$ cat src/rtl/comparator_nb_seq.sv
// Multi-cycle WIDTH-bit magnitude comparator that scans DIGIT-bit slices MSB-first behind a start/done handshake.
// Signed mode flips the sign bit of both operands when they are latched, so one unsigned scan handles both modes.
module comparator_nb_seq #(
    parameter int WIDTH = 8,
    parameter int DIGIT = 1
) (
    input  logic             clk,
    input  logic             rst,
    input  logic             start,
    input  logic             signed_mode,
    input  logic [WIDTH-1:0] A,
    input  logic [WIDTH-1:0] B,
    output logic             busy,
    output logic             done,
    output logic             A_great_B,
    output logic             A_equal_B,
    output logic             A_less_B
);

    localparam int N  = WIDTH / DIGIT;
    localparam int CW = (N > 1) ? $clog2(N) : 1;
    localparam logic [CW-1:0]    LAST     = CW'(N - 1);
    localparam logic [WIDTH-1:0] MSB_MASK = WIDTH'(1) << (WIDTH - 1);

    generate
        if (WIDTH < 1 || DIGIT < 1 || (WIDTH % DIGIT) != 0) begin : g_bad_params
            $error("comparator_nb_seq: DIGIT must be >= 1 and divide WIDTH exactly");
        end
    endgenerate

    typedef enum logic [1:0] {
        IDLE,
        RUN,
        DONE
    } state_t;

    state_t           state;
    logic [WIDTH-1:0] a_q;
    logic [WIDTH-1:0] b_q;
    logic [CW-1:0]    idx;
    logic [DIGIT-1:0] a_slice;
    logic [DIGIT-1:0] b_slice;
    logic             slice_differs;
    logic             last_slice;

    // The operand registers shift left each step, so the slice under test is always the top DIGIT bits.
    assign a_slice       = a_q[WIDTH-1 -: DIGIT];
    assign b_slice       = b_q[WIDTH-1 -: DIGIT];
    assign slice_differs = (a_slice != b_slice);
    assign last_slice    = (idx == LAST);

    always_ff @(posedge clk) begin
        if (rst) begin
            // NOTE: a_q, b_q and idx are deliberately not reset; they are always loaded on the way into RUN
            // and never observed before that.
            state     <= IDLE;
            busy      <= 1'b0;
            done      <= 1'b0;
            A_great_B <= 1'b0;
            A_equal_B <= 1'b0;
            A_less_B  <= 1'b0;
        end else begin
            case (state)
                IDLE: begin
                    if (start) begin
                        a_q   <= signed_mode ? (A ^ MSB_MASK) : A;
                        b_q   <= signed_mode ? (B ^ MSB_MASK) : B;
                        idx   <= '0;
                        busy  <= 1'b1;
                        state <= RUN;
                    end
                end

                RUN: begin
                    if (slice_differs || last_slice) begin
                        A_great_B <= (a_slice > b_slice);
                        A_equal_B <= !slice_differs;
                        A_less_B  <= (a_slice < b_slice);
                        busy      <= 1'b0;
                        done      <= 1'b1;
                        state     <= DONE;
                    end else begin
                        idx <= idx + CW'(1);
                        a_q <= a_q << DIGIT;
                        b_q <= b_q << DIGIT;
                    end
                end

                DONE: begin
                    done  <= 1'b0;
                    state <= IDLE;
                end

                default: begin
                    busy  <= 1'b0;
                    done  <= 1'b0;
                    state <= IDLE;
                end
            endcase
        end
    end

endmodule

$ cat config.mk
export PLATFORM = sky130hd
export DESIGN_NAME = comparator_nb_seq
export DESIGN_NICKNAME = d
export VERILOG_FILES = /design/src/rtl/comparator_nb_seq.sv
export SDC_FILE = /design/constraint.sdc
export NUM_CORES = 1
export LEC_CHECK = 0
export ABC_CLOCK_PERIOD_IN_PS = 4190
export CORE_MARGIN = 2
export CORE_UTILIZATION = 30
export CTS_BUF_LIST = sky130_fd_sc_hd__clkbuf_8
export CTS_CLUSTER_SIZE = 24
export DETAILED_ROUTE_END_ITERATION = 8
export HOLD_SLACK_MARGIN = 0.06
export PLACE_DENSITY_LB_ADDON = 0.25
export SYNTH_ARGS = -nofsm -noshare
export SYNTH_HDL_FRONTEND = slang
export SYNTH_SLANG_ARGS = --single-unit
$ cat constraint.sdc
create_clock -name clk -period 4.19 [get_ports clk]
set_input_delay 0.419 -clock clk [delete_from_list [all_inputs] [get_ports clk]]
set_output_delay 0.419 -clock clk [all_outputs]
set_load 0.02 [all_outputs]
After elaboration in Yosys (flattened, before gate mapping)
Cells that the tools add are included.
{"block": "word_totals", "in_bits": 20, "output_inout_bits": 5, "regBits": 26, "elab_cells": 52}
{"block": "classes", "order_cmp": 2, "n_mux": 19, "bitwise": 5, "n_reduce_logical": 9, "n_addsub": 1, "eq_ne": 7}
{"operator": "$mux 8", "count": 6}
{"operator": "$pmux 8 s2", "count": 2}
{"operator": "$mux 3", "count": 2}
{"operator": "$ne 2x2->1 const B", "count": 3}
{"operator": "$pmux 3 s2", "count": 1}
{"operator": "$reduce_and 2->1", "count": 3}
{"operator": "$not 1->1", "count": 5}
{"operator": "$mux 2", "count": 2}
{"operator": "$pmux 2 s2", "count": 1}
{"operator": "$reduce_and 4->1", "count": 1}
{"operator": "$add 3x1->3 const B", "count": 1}
{"operator": "$eq 3x3->1 const B", "count": 1}
{"operator": "$mux 1", "count": 3}
{"operator": "$pmux 1 s3", "count": 1}
{"operator": "$reduce_and 3->1", "count": 1}
{"operator": "$eq 2x1->1 const B", "count": 1}
{"operator": "$eq 2x2->1 const B", "count": 1}
{"operator": "$logic_not 2->1", "count": 1}
{"operator": "$pmux 1 s2", "count": 1}
{"operator": "$reduce_bool 2->1", "count": 1}
{"operator": "$gt 1x1->1", "count": 1}
{"operator": "$logic_not 1->1", "count": 1}
{"operator": "$logic_or 1x1->1", "count": 1}
{"operator": "$lt 1x1->1", "count": 1}
{"operator": "$ne 1x1->1", "count": 1}

Depth between registers and ports, before layout
Gate-level depths: netlist (run 1).
{"block": "depth", "depth_word": 4, "depth_mapped": 5, "mapped_depth_nobuf": 5}

Worst setup path before layout (run 1)
No wires, ideal clock.
{"block": "synth_timing", "kind": "register -> register", "startpoint": "reg idx[0]", "endpoint": "reg a_q[0] (enable)", "stages_incl_launch_ff": 6, "setup_time_ns": 0.419, "period_less_slack_ns": 2.893, "slack_ns": 1.297, "arrival_time_ns": 2.474, "n_path_buf": 0, "t_required_ns": 3.771, "cell_sequence": "edfxtp_1 > ha_1 > ha_1 > nor2b_1 > mux2i_1 > nor3_1"}
{"block": "synth_between", "elab_chain_cells": 4}
{"item": "start, declared", "line": "40", "rtl": "logic [CW-1:0] idx;"}
{"item": "start signal, assigned", "line": "83", "rtl": "idx <= idx + CW'(1);"}
{"item": "$eq 3x3->1", "line": "50", "rtl": "assign last_slice = (idx == LAST);"}
{"item": "$logic_or 1x1->1", "line": "75", "rtl": "if (slice_differs || last_slice) begin"}
{"item": "$ne 2x2->1 (no line)"}
{"item": "$reduce_and 4->1 (no line)"}
{"item": "end signal, assigned", "line": "66", "rtl": "a_q <= signed_mode ? (A ^ MSB_MASK) : A;"}
{"item": "end signal, assigned", "line": "84", "rtl": "a_q <= a_q << DIGIT;"}
{"item": "end, declared", "line": "38", "rtl": "logic [WIDTH-1:0] a_q;"}
Every way passes these cells.
A chain may end at the register's enable or synchronous reset.

Worst setup path in the final report (run 1)
{"block": "layout_timing", "startpoint": "reg idx[0]", "endpoint": "reg a_q[7] (enable)"}
The elaborated chain is that of the path after synthesis.

==> results.rst, run 1 <==
.. list-table::
   :header-rows: 1

   * - Metric
     - Value
   * - Crit path DAT
     - 1.95 ns
   * - Setup repair after global routing missed its margin
     - no
   * - Count of maximum capacitance violations
     - 0
   * - FILL cells
     - between 300 and 400
   * - Post-layout min period
     - 1.99 ns
   * - Core footprint
     - between 3000 and 4000 sq um
   * - Relative max-transition margin
     - 0.567
   * - Top library cells by usage in the layout, fill and taps aside
     - sky130_fd_sc_hd__nand2_1, sky130_fd_sc_hd__clkdlybuf4s50_1, sky130_fd_sc_hd__edfxtp_1
   * - Post-CTS setup buffers
     - 0
   * - First-pass GRT wire length
     - 3.17 mm
   * - Count of final max-slew check failures
     - 0
   * - Lkg Pwr
     - between 0.5 and 0.6 nW
   * - Hold path startpoint
     - done$_SDFFE_PP0P_
   * - Post-Synthesis Cells
     - between 100 and 150
   * - R2R Setup Slk
     - roughly 2.2 ns
   * - Final design utilization
     - 0.402
   * - Setup Skew
     - around 0.0020 ns
   * - Residual DRC count
     - 0
   * - Insertion delay to the later sink of the worst-skew pair
     - between 0.2 and 0.3 ns
   * - TritonCTS Buffers
     - 3
   * - Number of cells on the worst hold path
     - 2
   * - Outcome
     - finished, final reports clean
   * - Total grt overflow
     - 0
   * - Port Buffer Count
     - 24
   * - Share of the synthesized area in the top cell type
     - 0.500
   * - Starting utilization of the core area
     - 0.312
   * - I/O Pins
     - 25
   * - Post-synthesis instance area
     - approximately 1100 sq um
   * - Multi-input gate area in the final layout
     - roughly 390 sq um
   * - Maximum single-stage delay on the critical path
     - 0.40 ns
   * - Drt initial violations
     - 40
   * - Cell with the largest stage delay on the worst path
     - sky130_fd_sc_hd__edfxtp_1
   * - Routed via count
     - 772
   * - Non-filler instance count after layout
     - between 150 and 200
   * - Maximum buffer depth of the clock tree
     - 2
   * - Synth Net Count
     - around 130
   * - Final antenna-violating net count
     - 0
   * - Highest attainable clock frequency
     - approximately 0.5 GHz
   * - CTS tree
     - yes
   * - Antenna diode count
     - 0
   * - Pre-CTS worst setup slack
     - 2.21 ns
   * - Crit path max fanout
     - 19
   * - Final setup violation count
     - 0
   * - Proportion of layout cells with a drive suffix above 1
     - 0.0530
   * - Slew @ Worst Pin
     - roughly 0.65 ns
   * - Sequential cell area in the final layout
     - about 700 sq um
   * - Pwr dens
     - approximately 370 nW/um^2
   * - Count of different cell masters after synthesis
     - 22
   * - Number of cells traversed by the worst register-to-register path
     - 6
   * - Warnings, synthesis
     - 0
   * - Worst-path cell chain
     - ha_1 > ha_1 > nor2b_1 > mux2i_1 > nor3_2 > buf_4
   * - Final count of hold timing violations
     - 0
   * - Reg-to-reg endpoint
     - a_q[7]$_DFFE_PP_
   * - Chip height
     - approximately 66 microns
   * - Number of placement rows
     - 22
   * - Final Worst Setup Slack
     - around 2.2 ns
   * - Global routing usage summed across all routing layers
     - 0.0956
   * - Layout net count
     - 157
   * - Class of the tightest hold or removal check
     - flop to flop
   * - Detailed-placement wirelength estimate
     - 1.29 mm
   * - CP delay by family, top
     - simple AND/OR/NAND/NOR gates
   * - Cells resized by post-CTS repair
     - 0
   * - Maximum resistive drop on vdd
     - roughly 0.16 mV
   * - Type of the worst setup path
     - flop to flop
   * - Critical Path Sink Type
     - flop
   * - CTS sink cnt
     - 26
   * - Number of buffers and inverters on the critical path
     - 1
   * - Flops & latches, synth
     - 26
   * - Number of global-route vias before repair
     - between 700 and 800
   * - Hold buffer count at cts
     - 0
   * - Maximum number of pins on one net before global-route repair
     - 23
   * - Final total negative setup slack
     - 0 ns
   * - Placed cell count
     - 176
   * - Largest cells by area after synthesis
     - sky130_fd_sc_hd__edfxtp_1, sky130_fd_sc_hd__nand2_1, sky130_fd_sc_hd__dfxtp_1, sky130_fd_sc_hd__ha_1, sky130_fd_sc_hd__and2_1
   * - Total wire length
     - around 1.9 mm
   * - Full die area
     - ~4300 sq um
   * - Clock Root Buffer
     - sky130_fd_sc_hd__clkbuf_8
   * - Final worst path period share
     - 0.475
   * - Clock-pin slew reported for the worst setup and hold paths after clock tree synthesis
     - 0.09 ns
   * - Critical Path Source Type
     - flop
   * - Routed WL per cell
     - between 10 and 15 microns
   * - Gp weighted congestion
     - 0.714
   * - First-pass iteration count of the detailed router
     - 4
   * - Number of antenna violations at the first check in global routing
     - 0
   * - Share of synthesized area occupied by flip-flops and latches
     - 0.623
   * - Avg Synthesized Cell Area
     - ~11 sq um
   * - Startpoint of the lowest-slack register-to-register path
     - idx[0]$_SDFFCE_PN0P_
   * - Required time reported for the critical path endpoint
     - approximately 4.2 ns
   * - Area overhead of the layout relative to synthesis
     - 28.8%
   * - Detailed-route vias per instance
     - between 4 and 5
   * - Die extent in x
     - 65.7 microns
   * - Most frequent cell on the critical path
     - sky130_fd_sc_hd__ha_1
   * - Library cell occupying the most area in the post-synthesis netlist
     - sky130_fd_sc_hd__edfxtp_1
   * - # H-tree levels
     - 1
   * - Capture endpoint of the worst hold path
     - done$_SDFFE_PP0P_
   * - Most frequent standard cell in the layout excluding fill and tap cells
     - sky130_fd_sc_hd__nand2_1
[per-stage QoR]
step | instance area (sq um) | power, mW | hold slack, ns
finish | 1470 | 0.543 | 0.464
global route | 1470 | 0.572 | 0.503
CTS | 1470 | 0.554 | 0.467
detailed placement | 1430 | 0.411 | 0.454
global placement | 1430 | 0.409 | 0.447
floorplan | 1140 | 0.374 | 0.479
[worst register-to-register path, stage by stage, from the launching register on]
cell,delay (ns)
sky130_fd_sc_hd__edfxtp_1,0.40
sky130_fd_sc_hd__ha_1,0.21
sky130_fd_sc_hd__ha_1,0.19
sky130_fd_sc_hd__nor2b_1,0.29
sky130_fd_sc_hd__mux2i_1,0.17
sky130_fd_sc_hd__nor3_2,0.12
sky130_fd_sc_hd__buf_4,0.28
[synth_stat cells]
cell and instances:
sky130_fd_sc_hd__xnor2_1 2, sky130_fd_sc_hd__buf_2 2, sky130_fd_sc_hd__mux2i_1 1, sky130_fd_sc_hd__o21ai_1 5, sky130_fd_sc_hd__ha_1 4, sky130_fd_sc_hd__and2b_2 1, sky130_fd_sc_hd__nand2b_1 2, sky130_fd_sc_hd__and2_1 4
sky130_fd_sc_hd__nor3b_1 1, sky130_fd_sc_hd__edfxtp_1 19, sky130_fd_sc_hd__nor2_1 2, sky130_fd_sc_hd__nor2b_1 1, sky130_fd_sc_hd__a31oi_1 1, sky130_fd_sc_hd__a221oi_2 1, sky130_fd_sc_hd__nand2_1 39, sky130_fd_sc_hd__a21oi_1 4
sky130_fd_sc_hd__buf_4 2, sky130_fd_sc_hd__nand3b_1 2, sky130_fd_sc_hd__dfxtp_1 7, sky130_fd_sc_hd__inv_1 5, sky130_fd_sc_hd__nor3_1 2, sky130_fd_sc_hd__buf_1 1
[area by class of cell]
cell class,count,area share
clock buffers,3,0.0281
clock inverters,1,0.00255
inverters,5,0.0128
multi-input cells,72,0.264
flip-flops and latches,26,0.483
well taps,48,0.0409
repair buffers,25,0.169
[report_power, final]
part,internal [mW],switching [mW]
Sequential,0.303,0.00835
Combinational,0.0439,0.0477
Clock,0.0655,0.0740
Total,0.413,0.130
[worst max path at each step]
stage / from / to / depth (start not counted)
after detailed placement: idx[0]$_SDFFCE_PN0P_ / a_q[3]$_DFFE_PP_ / 6
after floorplan: idx[0]$_SDFFCE_PN0P_ / a_q[0]$_SDFFCE_PP0P_ / 5
after global placement: idx[0]$_SDFFCE_PN0P_ / a_q[2]$_DFFE_PP_ / 6
after CTS: idx[0]$_SDFFCE_PN0P_ / b_q[7]$_DFFE_PP_ / 6
after global routing: idx[0]$_SDFFCE_PN0P_ / idx[1]$_SDFFCE_PN0P_ / 6
final: idx[0]$_SDFFCE_PN0P_ / a_q[7]$_DFFE_PP_ / 6
[sequential cells by signal, indices dropped and copies added, names as in the netlist]
name,count
busy,1
b_q,8
done,1
A_equal_B,1
a_q,8
A_less_B,1
idx,3
state,2
A_great_B,1
[metal layers]
metal  routed length [microns]  vias to the layer above  part of all wire  track usage
li1                          -                      406                 -            -
met1                       848                      345              0.45        0.111
met2                       913                       19              0.48        0.162
met3                       104                        2             0.055       0.0360
met4                        18                        0            0.0096       0.0313
met5                         0                        -                 0            0
[cell families (layout without fill, tap and decap cells)]
logic type,count (synthesis),in the layout,share of synthesized area
compound gates,11,11,0.0581
fa+ha+maj,4,4,0.0439
buf+inv,10,34,0.0417
mux,1,1,0.00877
xor+xnor,2,2,0.0154
flops,26,26,0.623
simple gates,54,54,0.209
No activity file was read; power rests on OpenSTA's default activity.
==> run 2: changes to the inputs <==
Settings changed: ABC_CLOCK_PERIOD_IN_PS 4190 to 1900.
Clock period 4.19 ns to 1.9 ns, I/O delays scaled along.
==> run 2 against run 1 <==
- via count up 1.7%
- final cell count up 0.56%
- clock-buffer cell count unchanged
- largest cell class unchanged
==> results.rst, run 2 (synthesized netlist as in run 1, its figures left out) <==
.. list-table::
   :header-rows: 1

   * - Metric
     - Value
   * - # H-tree levels
     - 1 (unchanged)
   * - Post-CTS setup buffers
     - 0 (unchanged)
   * - Chip height
     - 65.7 microns (unchanged)
   * - Maximum single-stage delay on the critical path
     - 0.41 ns (was 0.40 ns)
   * - Maximum number of pins on one net before global-route repair
     - 23 (unchanged)
   * - Crit path max fanout
     - 19 (unchanged)
   * - Total Power Consumption
     - 1.22 mW (was 0.543 mW)
   * - Maximum buffer depth of the clock tree
     - 2 (unchanged)
   * - Residual DRC count
     - 0 (unchanged)
   * - Core footprint
     - 3660 sq um (unchanged)
   * - First-pass iteration count of the detailed router
     - 2 (was 4)
   * - Gp weighted congestion
     - 0.672 (was 0.714)
   * - Antenna diode count
     - 0 (unchanged)
   * - Number of antenna violations at the first check in global routing
     - 0 (unchanged)
   * - CTS tree
     - yes (unchanged)
   * - Drt initial violations
     - 14 (was 40)
   * - Count of final max-slew check failures
     - 0 (unchanged)
   * - Slew @ Worst Pin
     - 0.593 ns (was 0.650 ns)
   * - Final antenna-violating net count
     - 0 (unchanged)
   * - Global routing usage summed across all routing layers
     - 0.0996 (was 0.0956)
   * - Post-layout min period
     - 1.77 ns (was 1.99 ns)
   * - Number of placement rows
     - 22 (unchanged)
   * - Final design utilization
     - 0.416 (was 0.402)
   * - Critical Path Sink Type
     - flop (unchanged)
   * - Largest registers
     - a_q x8, b_q x8, idx x3 (unchanged)
   * - Routed via count
     - 785 (was 772)
   * - Highest attainable clock frequency
     - 0.566 GHz (was 0.502 GHz)
   * - CTS sink cnt
     - 26 (unchanged)
   * - Pre-CTS worst setup slack
     - 0.126 ns (was 2.21 ns)
   * - Detailed-route vias per instance
     - 4.34 (was 4.29)
   * - TritonCTS Buffers
     - 3 (unchanged)
   * - Insertion delay to the later sink of the worst-skew pair
     - 0.27 ns (was 0.26 ns)
   * - Setup Skew
     - 0.00561 ns (was 0.00197 ns)
   * - Cells resized by post-CTS repair
     - 0 (unchanged)
   * - Final count of hold timing violations
     - 0 (unchanged)
   * - Hold buffer count at cts
     - 0 (unchanged)
   * - Class of the tightest hold or removal check
     - flop to flop (unchanged)
   * - Layout net count
     - 158 (was 157)
   * - Final Worst Setup Slack
     - 0.135 ns (was 2.20 ns)
   * - Number of global-route vias before repair
     - 761 (was 743)
   * - Most frequent standard cell in the layout excluding fill and tap cells
     - sky130_fd_sc_hd__nand2_1 (unchanged)
   * - Clock-pin slew reported for the worst setup and hold paths after clock tree synthesis
     - 0.08 ns (was 0.09 ns)
   * - Outcome
     - finished, final reports clean (unchanged)
   * - Count of maximum capacitance violations
     - 0 (unchanged)
   * - Total grt overflow
     - 0 (unchanged)
   * - Starting utilization of the core area
     - 0.312 (unchanged)
   * - Maximum resistive drop on vdd
     - 0.568 mV (was 0.157 mV)
   * - Proportion of layout cells with a drive suffix above 1
     - 0.0902 (was 0.0530)
   * - Pwr dens
     - 802 nW/um^2 (was 369 nW/um^2)
   * - Lkg Pwr
     - 0.583 nW (was 0.570 nW)
   * - Full die area
     - 4310 sq um (unchanged)
   * - I/O Pins
     - 25 (unchanged)
   * - Final setup violation count
     - 0 (unchanged)
   * - First-pass GRT wire length
     - 3.23 mm (was 3.17 mm)
   * - FILL cells
     - 361 (was 372)
   * - Area overhead of the layout relative to synthesis
     - 33.4% (was 28.8%)
   * - Relative max-transition margin
     - 0.605 (was 0.567)
   * - Detailed-placement wirelength estimate
     - 1.43 mm (was 1.29 mm)
   * - Setup repair after global routing missed its margin
     - no (unchanged)
   * - Port Buffer Count
     - 24 (unchanged)
   * - Critical Path Source Type
     - flop (unchanged)
   * - Top library cells by usage in the layout, fill and taps aside
     - sky130_fd_sc_hd__nand2_1, sky130_fd_sc_hd__clkdlybuf4s50_1, sky130_fd_sc_hd__edfxtp_1 (unchanged)
   * - Routed WL per cell
     - 10.7 microns (was 10.5 microns)
   * - Die extent in x
     - 65.7 microns (unchanged)
   * - Worst-path cell chain
     - ha_2 > ha_4 > nor2b_4 > mux2i_2 > nor3_4 > buf_12 (was ha_1 > ha_1 > nor2b_1 > mux2i_1 > nor3_2 > buf_4)
   * - Final worst path period share
     - 0.929 (was 0.475)
   * - Type of the worst setup path
     - flop to flop (unchanged)
   * - Cell with the largest stage delay on the worst path
     - sky130_fd_sc_hd__edfxtp_1 (unchanged)
   * - Required time reported for the critical path endpoint
     - 1.88 ns (was 4.15 ns)
   * - Crit path DAT
     - 1.74 ns (was 1.95 ns)
   * - Clock Root Buffer
     - sky130_fd_sc_hd__clkbuf_8 (unchanged)
   * - Total wire length
     - 1.94 mm (was 1.88 mm)
[run 2: through the flow]
| step | cells | setup TNS (ns) | instance area [sq um] | hold slack (ns) |
|---|---|---|---|---|
| floorplan | 108 | -0.556 | 1180 | 0.371 |
| global placement | 177 | 0 | 1480 | 0.446 |
| detailed placement | 177 | 0 | 1480 | 0.454 |
| CTS | 181 | 0 | 1520 | 0.467 |
| global route | 181 | 0 | 1520 | 0.504 |
| finish | 181 | 0 | 1520 | 0.461 |
[run 2: path summary, 6_finish.rpt]
check                                     startpoint                    to  slack (ns)  cells after the start
worst max-delay path            idx[0]$_SDFFCE_PN0P_  a_q[0]$_SDFFCE_PP0P_        0.13                      6
worst min register to register     done$_SDFFE_PP0P_     done$_SDFFE_PP0P_        0.46                      2
worst min-delay path               done$_SDFFE_PP0P_     done$_SDFFE_PP0P_        0.46                      2
worst max register to register  idx[0]$_SDFFCE_PN0P_  a_q[0]$_SDFFCE_PP0P_        0.13                      6
[run 2: cell type report]
cell class / count / area (sq um) / share of cell area
timing repair buffer: 26 / 268 / 0.176
multi-input combinational: 72 / 420 / 0.276
sequential: 26 / 711 / 0.467
clock inverter: 1 / 3.75 / 0.00247
clock buffer: 3 / 41.3 / 0.0271
inverter: 5 / 18.8 / 0.0123
tap: 48 / 60.1 / 0.0394
[run 2: report_power, final]
part	switching [mW]	leakage (nW)	internal [mW]
logic	0.111	0.323	0.112
registers	0.0202	0.237	0.668
clock network	0.165	0.0231	0.145
[run 2: per-layer routing]
| metal | global-route usage | up-vias | wire length, microns |
|---|---|---|---|
| li1 | - | 407 | - |
| met1 | 0.117 | 364 | 845 |
| met2 | 0.173 | 12 | 1010 |
| met3 | 0.0360 | 2 | 70 |
| met4 | 0.0234 | 0 | 19 |
| met5 | 0 | - | 0 |
[run 2: worst max-delay path: cells and delay by family (launching register included)]
kind                     cells  cell delay [ns]
adder cells (fa/ha/maj)      2             0.37
AND/OR/NAND/NOR              2             0.38
flip-flops                   1             0.41
multiplexers                 1             0.12
buffers and inverters        1             0.19
==> run 3: changes to the inputs <==
Settings changed: ABC_CLOCK_PERIOD_IN_PS 1900 to 2050, REMOVE_ABC_BUFFERS set to 1.
Clock period 1.9 ns to 2.05 ns, I/O delays scaled along.
==> run 3 against run 2 <==
- global-route usage up 0.37 points
- largest power group unchanged
- highest routed layer unchanged
- clock-buffer cell count did not move
- register-to-register slack gained 0.12 ns
- setup slack better by 0.12 ns
- die area unchanged
- combinational power down 11%
==> results.rst, run 3 (synthesized netlist as in run 1, its figures left out) <==
.. list-table::
   :header-rows: 1

   * - Metric
     - Value
   * - Outcome
     - finished, final reports clean (unchanged)
   * - Worst Hold Margin
     - 0.461 ns (about the same)
   * - Number of global-route vias before repair
     - 753 (was 761)
   * - Class of the tightest hold or removal check
     - flop to flop (unchanged)
   * - Residual DRC count
     - 0 (unchanged)
   * - Relative max-transition margin
     - 0.593 (was 0.605)
   * - Setup repair after global routing missed its margin
     - no (unchanged)
   * - R2R Setup Slk
     - 0.26 ns (was 0.13 ns)
   * - Sequential cell area in the final layout
     - 711 sq um (unchanged)
   * - Number of cells traversed by the worst register-to-register path
     - 6 (unchanged)
   * - Global routing usage summed across all routing layers
     - 0.103 (was 0.0996)
   * - First-pass GRT wire length
     - 3.35 mm (was 3.23 mm)
   * - Post-layout min period
     - 1.79 ns (was 1.77 ns)
   * - Setup Skew
     - 0.000847 ns (was 0.00561 ns)
   * - Detailed-placement wirelength estimate
     - 1.39 mm (was 1.43 mm)
   * - Maximum number of pins on one net before global-route repair
     - 23 (unchanged)
   * - Highest attainable clock frequency
     - 0.558 GHz (was 0.566 GHz)
   * - Routed via count
     - 772 (was 785)
   * - Reg-to-reg endpoint
     - b_q[0]$_SDFFCE_PP0P_ (was a_q[0]$_SDFFCE_PP0P_)
   * - Maximum buffer depth of the clock tree
     - 2 (unchanged)
   * - Clock-pin slew reported for the worst setup and hold paths after clock tree synthesis
     - 0.09 ns (was 0.08 ns)
   * - Required time reported for the critical path endpoint
     - 2.04 ns (was 1.88 ns)
   * - Gp weighted congestion
     - 0.754 (was 0.672)
   * - CP Launch Point
     - idx[0]$_SDFFCE_PN0P_ (unchanged)
   * - Starting utilization of the core area
     - 0.312 (unchanged)
   * - Proportion of layout cells with a drive suffix above 1
     - 0.0602 (was 0.0902)
   * - Pwr dens
     - 755 nW/um^2 (was 802 nW/um^2)
   * - Final setup violation count
     - 0 (unchanged)
   * - Number of cells on the worst hold path
     - 2 (unchanged)
   * - I/O Pins
     - 25 (unchanged)
   * - Final design utilization
     - 0.407 (was 0.416)
   * - # H-tree levels
     - 1 (unchanged)
   * - Critical Path Source Type
     - flop (unchanged)
   * - Core footprint
     - 3660 sq um (unchanged)
   * - Insertion delay to the later sink of the worst-skew pair
     - 0.27 ns (about the same)
   * - CTS sink cnt
     - 26 (unchanged)
   * - Top library cells by usage in the layout, fill and taps aside
     - sky130_fd_sc_hd__nand2_1, sky130_fd_sc_hd__clkdlybuf4s50_1, sky130_fd_sc_hd__edfxtp_1 (unchanged)
   * - Number of antenna violations at the first check in global routing
     - 0 (unchanged)
   * - Crit path max fanout
     - 19 (unchanged)
   * - FILL cells
     - 375 (was 361)
   * - Drt initial violations
     - 20 (was 14)
   * - First-pass iteration count of the detailed router
     - 3 (was 2)
   * - Hold buffer count at cts
     - 0 (unchanged)
   * - Die extent in x
     - 65.7 microns (unchanged)
   * - Count of maximum capacitance violations
     - 0 (unchanged)
   * - Antenna diode count
     - 0 (unchanged)
   * - Critical Path Sink Type
     - flop (unchanged)
   * - Last element of the critical path
     - b_q[0]$_SDFFCE_PP0P_ (was a_q[0]$_SDFFCE_PP0P_)
   * - CTS tree
     - yes (unchanged)
   * - Startpoint of the lowest-slack register-to-register path
     - idx[0]$_SDFFCE_PN0P_ (unchanged)
   * - Final Worst Setup Slack
     - 0.259 ns (was 0.135 ns)
   * - Final count of hold timing violations
     - 0 (unchanged)
   * - Most frequent standard cell in the layout excluding fill and tap cells
     - sky130_fd_sc_hd__nand2_1 (unchanged)
   * - Hold path startpoint
     - done$_SDFFE_PP0P_ (unchanged)
   * - Layout net count
     - 158 (unchanged)
   * - Final total negative setup slack
     - 0 ns (unchanged)
   * - Final antenna-violating net count
     - 0 (unchanged)
   * - Chip height
     - 65.7 microns (unchanged)
   * - Routed WL per cell
     - 10.7 microns (about the same)
   * - Final worst path period share
     - 0.874 (was 0.929)
   * - TritonCTS Buffers
     - 3 (unchanged)
   * - Type of the worst setup path
     - flop to flop (unchanged)
   * - Full die area
     - 4310 sq um (unchanged)
   * - Multi-input gate area in the final layout
     - 388 sq um (was 420 sq um)
   * - Clock Root Buffer
     - sky130_fd_sc_hd__clkbuf_8 (unchanged)
   * - Number of placement rows
     - 22 (unchanged)
   * - Cells resized by post-CTS repair
     - 0 (unchanged)
   * - Slew @ Worst Pin
     - 0.610 ns (was 0.593 ns)
   * - Port Buffer Count
     - 24 (unchanged)
   * - Crit path DAT
     - 1.78 ns (was 1.74 ns)
   * - Maximum resistive drop on vdd
     - 0.271 mV (was 0.568 mV)
   * - Count of final max-slew check failures
     - 0 (unchanged)
   * - Largest registers
     - a_q x8, b_q x8, idx x3 (unchanged)
   * - Detailed-route vias per instance
     - 4.27 (was 4.34)
   * - Post-CTS setup buffers
     - 0 (unchanged)
   * - Area overhead of the layout relative to synthesis
     - 30.6% (was 33.4%)
   * - Lkg Pwr
     - 0.582 nW (was 0.583 nW)
   * - Pre-CTS worst setup slack
     - 0.240 ns (was 0.126 ns)
   * - Total grt overflow
     - 0 (unchanged)
   * - Total wire length
     - 1.93 mm (was 1.94 mm)
-- run 3: worst max-delay path, stage by stage, from the launching register on --
cell and delay (ns):
sky130_fd_sc_hd__edfxtp_1 0.41, sky130_fd_sc_hd__ha_1 0.21, sky130_fd_sc_hd__ha_1 0.20, sky130_fd_sc_hd__nor2b_1 0.16
sky130_fd_sc_hd__mux2i_1 0.12, sky130_fd_sc_hd__nor3_2 0.19, sky130_fd_sc_hd__buf_12 0.20
-- run 3: how the worst min path moves through the flow --
stage	end	slack, ns
after floorplan	A_equal_B$_SDFFE_PP0P_	0.27
after global placement	done$_SDFFE_PP0P_	0.45
after detailed placement	done$_SDFFE_PP0P_	0.45
after CTS	done$_SDFFE_PP0P_	0.46
after global routing	done$_SDFFE_PP0P_	0.49
final	done$_SDFFE_PP0P_	0.46
-- run 3: routing by layer --
| layer | GRT usage | share of wire | vias up | wire length, microns |
|---|---|---|---|---|
| li1 | - | - | 407 | - |
| met1 | 0.116 | 0.44 | 340 | 844 |
| met2 | 0.182 | 0.49 | 21 | 940 |
| met3 | 0.0377 | 0.066 | 4 | 127 |
| met4 | 0.0313 | 0.0088 | 0 | 17 |
| met5 | 0 | 0 | - | 0 |
-- run 3: cell type report --
class	instances	area share
Clock inverter	1	0.00252
Clock buffer	3	0.0277
Multi-Input combinational cell	72	0.260
Inverter	5	0.0126
Sequential cell	26	0.477
Tap cell	48	0.0403
Timing Repair Buffer	26	0.180
-- run 3: power breakdown --
group	internal, mW	switching [mW]
registers	0.619	0.0171
logic	0.0985	0.100
clock network	0.134	0.156
total	0.852	0.274
-- run 3: per-stage QoR --
stage          area, sq um  instances  power [mW]
5_1_grt               1490        181        1.19
6_report              1490        181        1.13
3_3_place_gp          1450        177       0.846
3_5_place_dp          1450        177       0.852
4_1_cts               1490        181        1.14
2_1_floorplan         1110        103       0.753
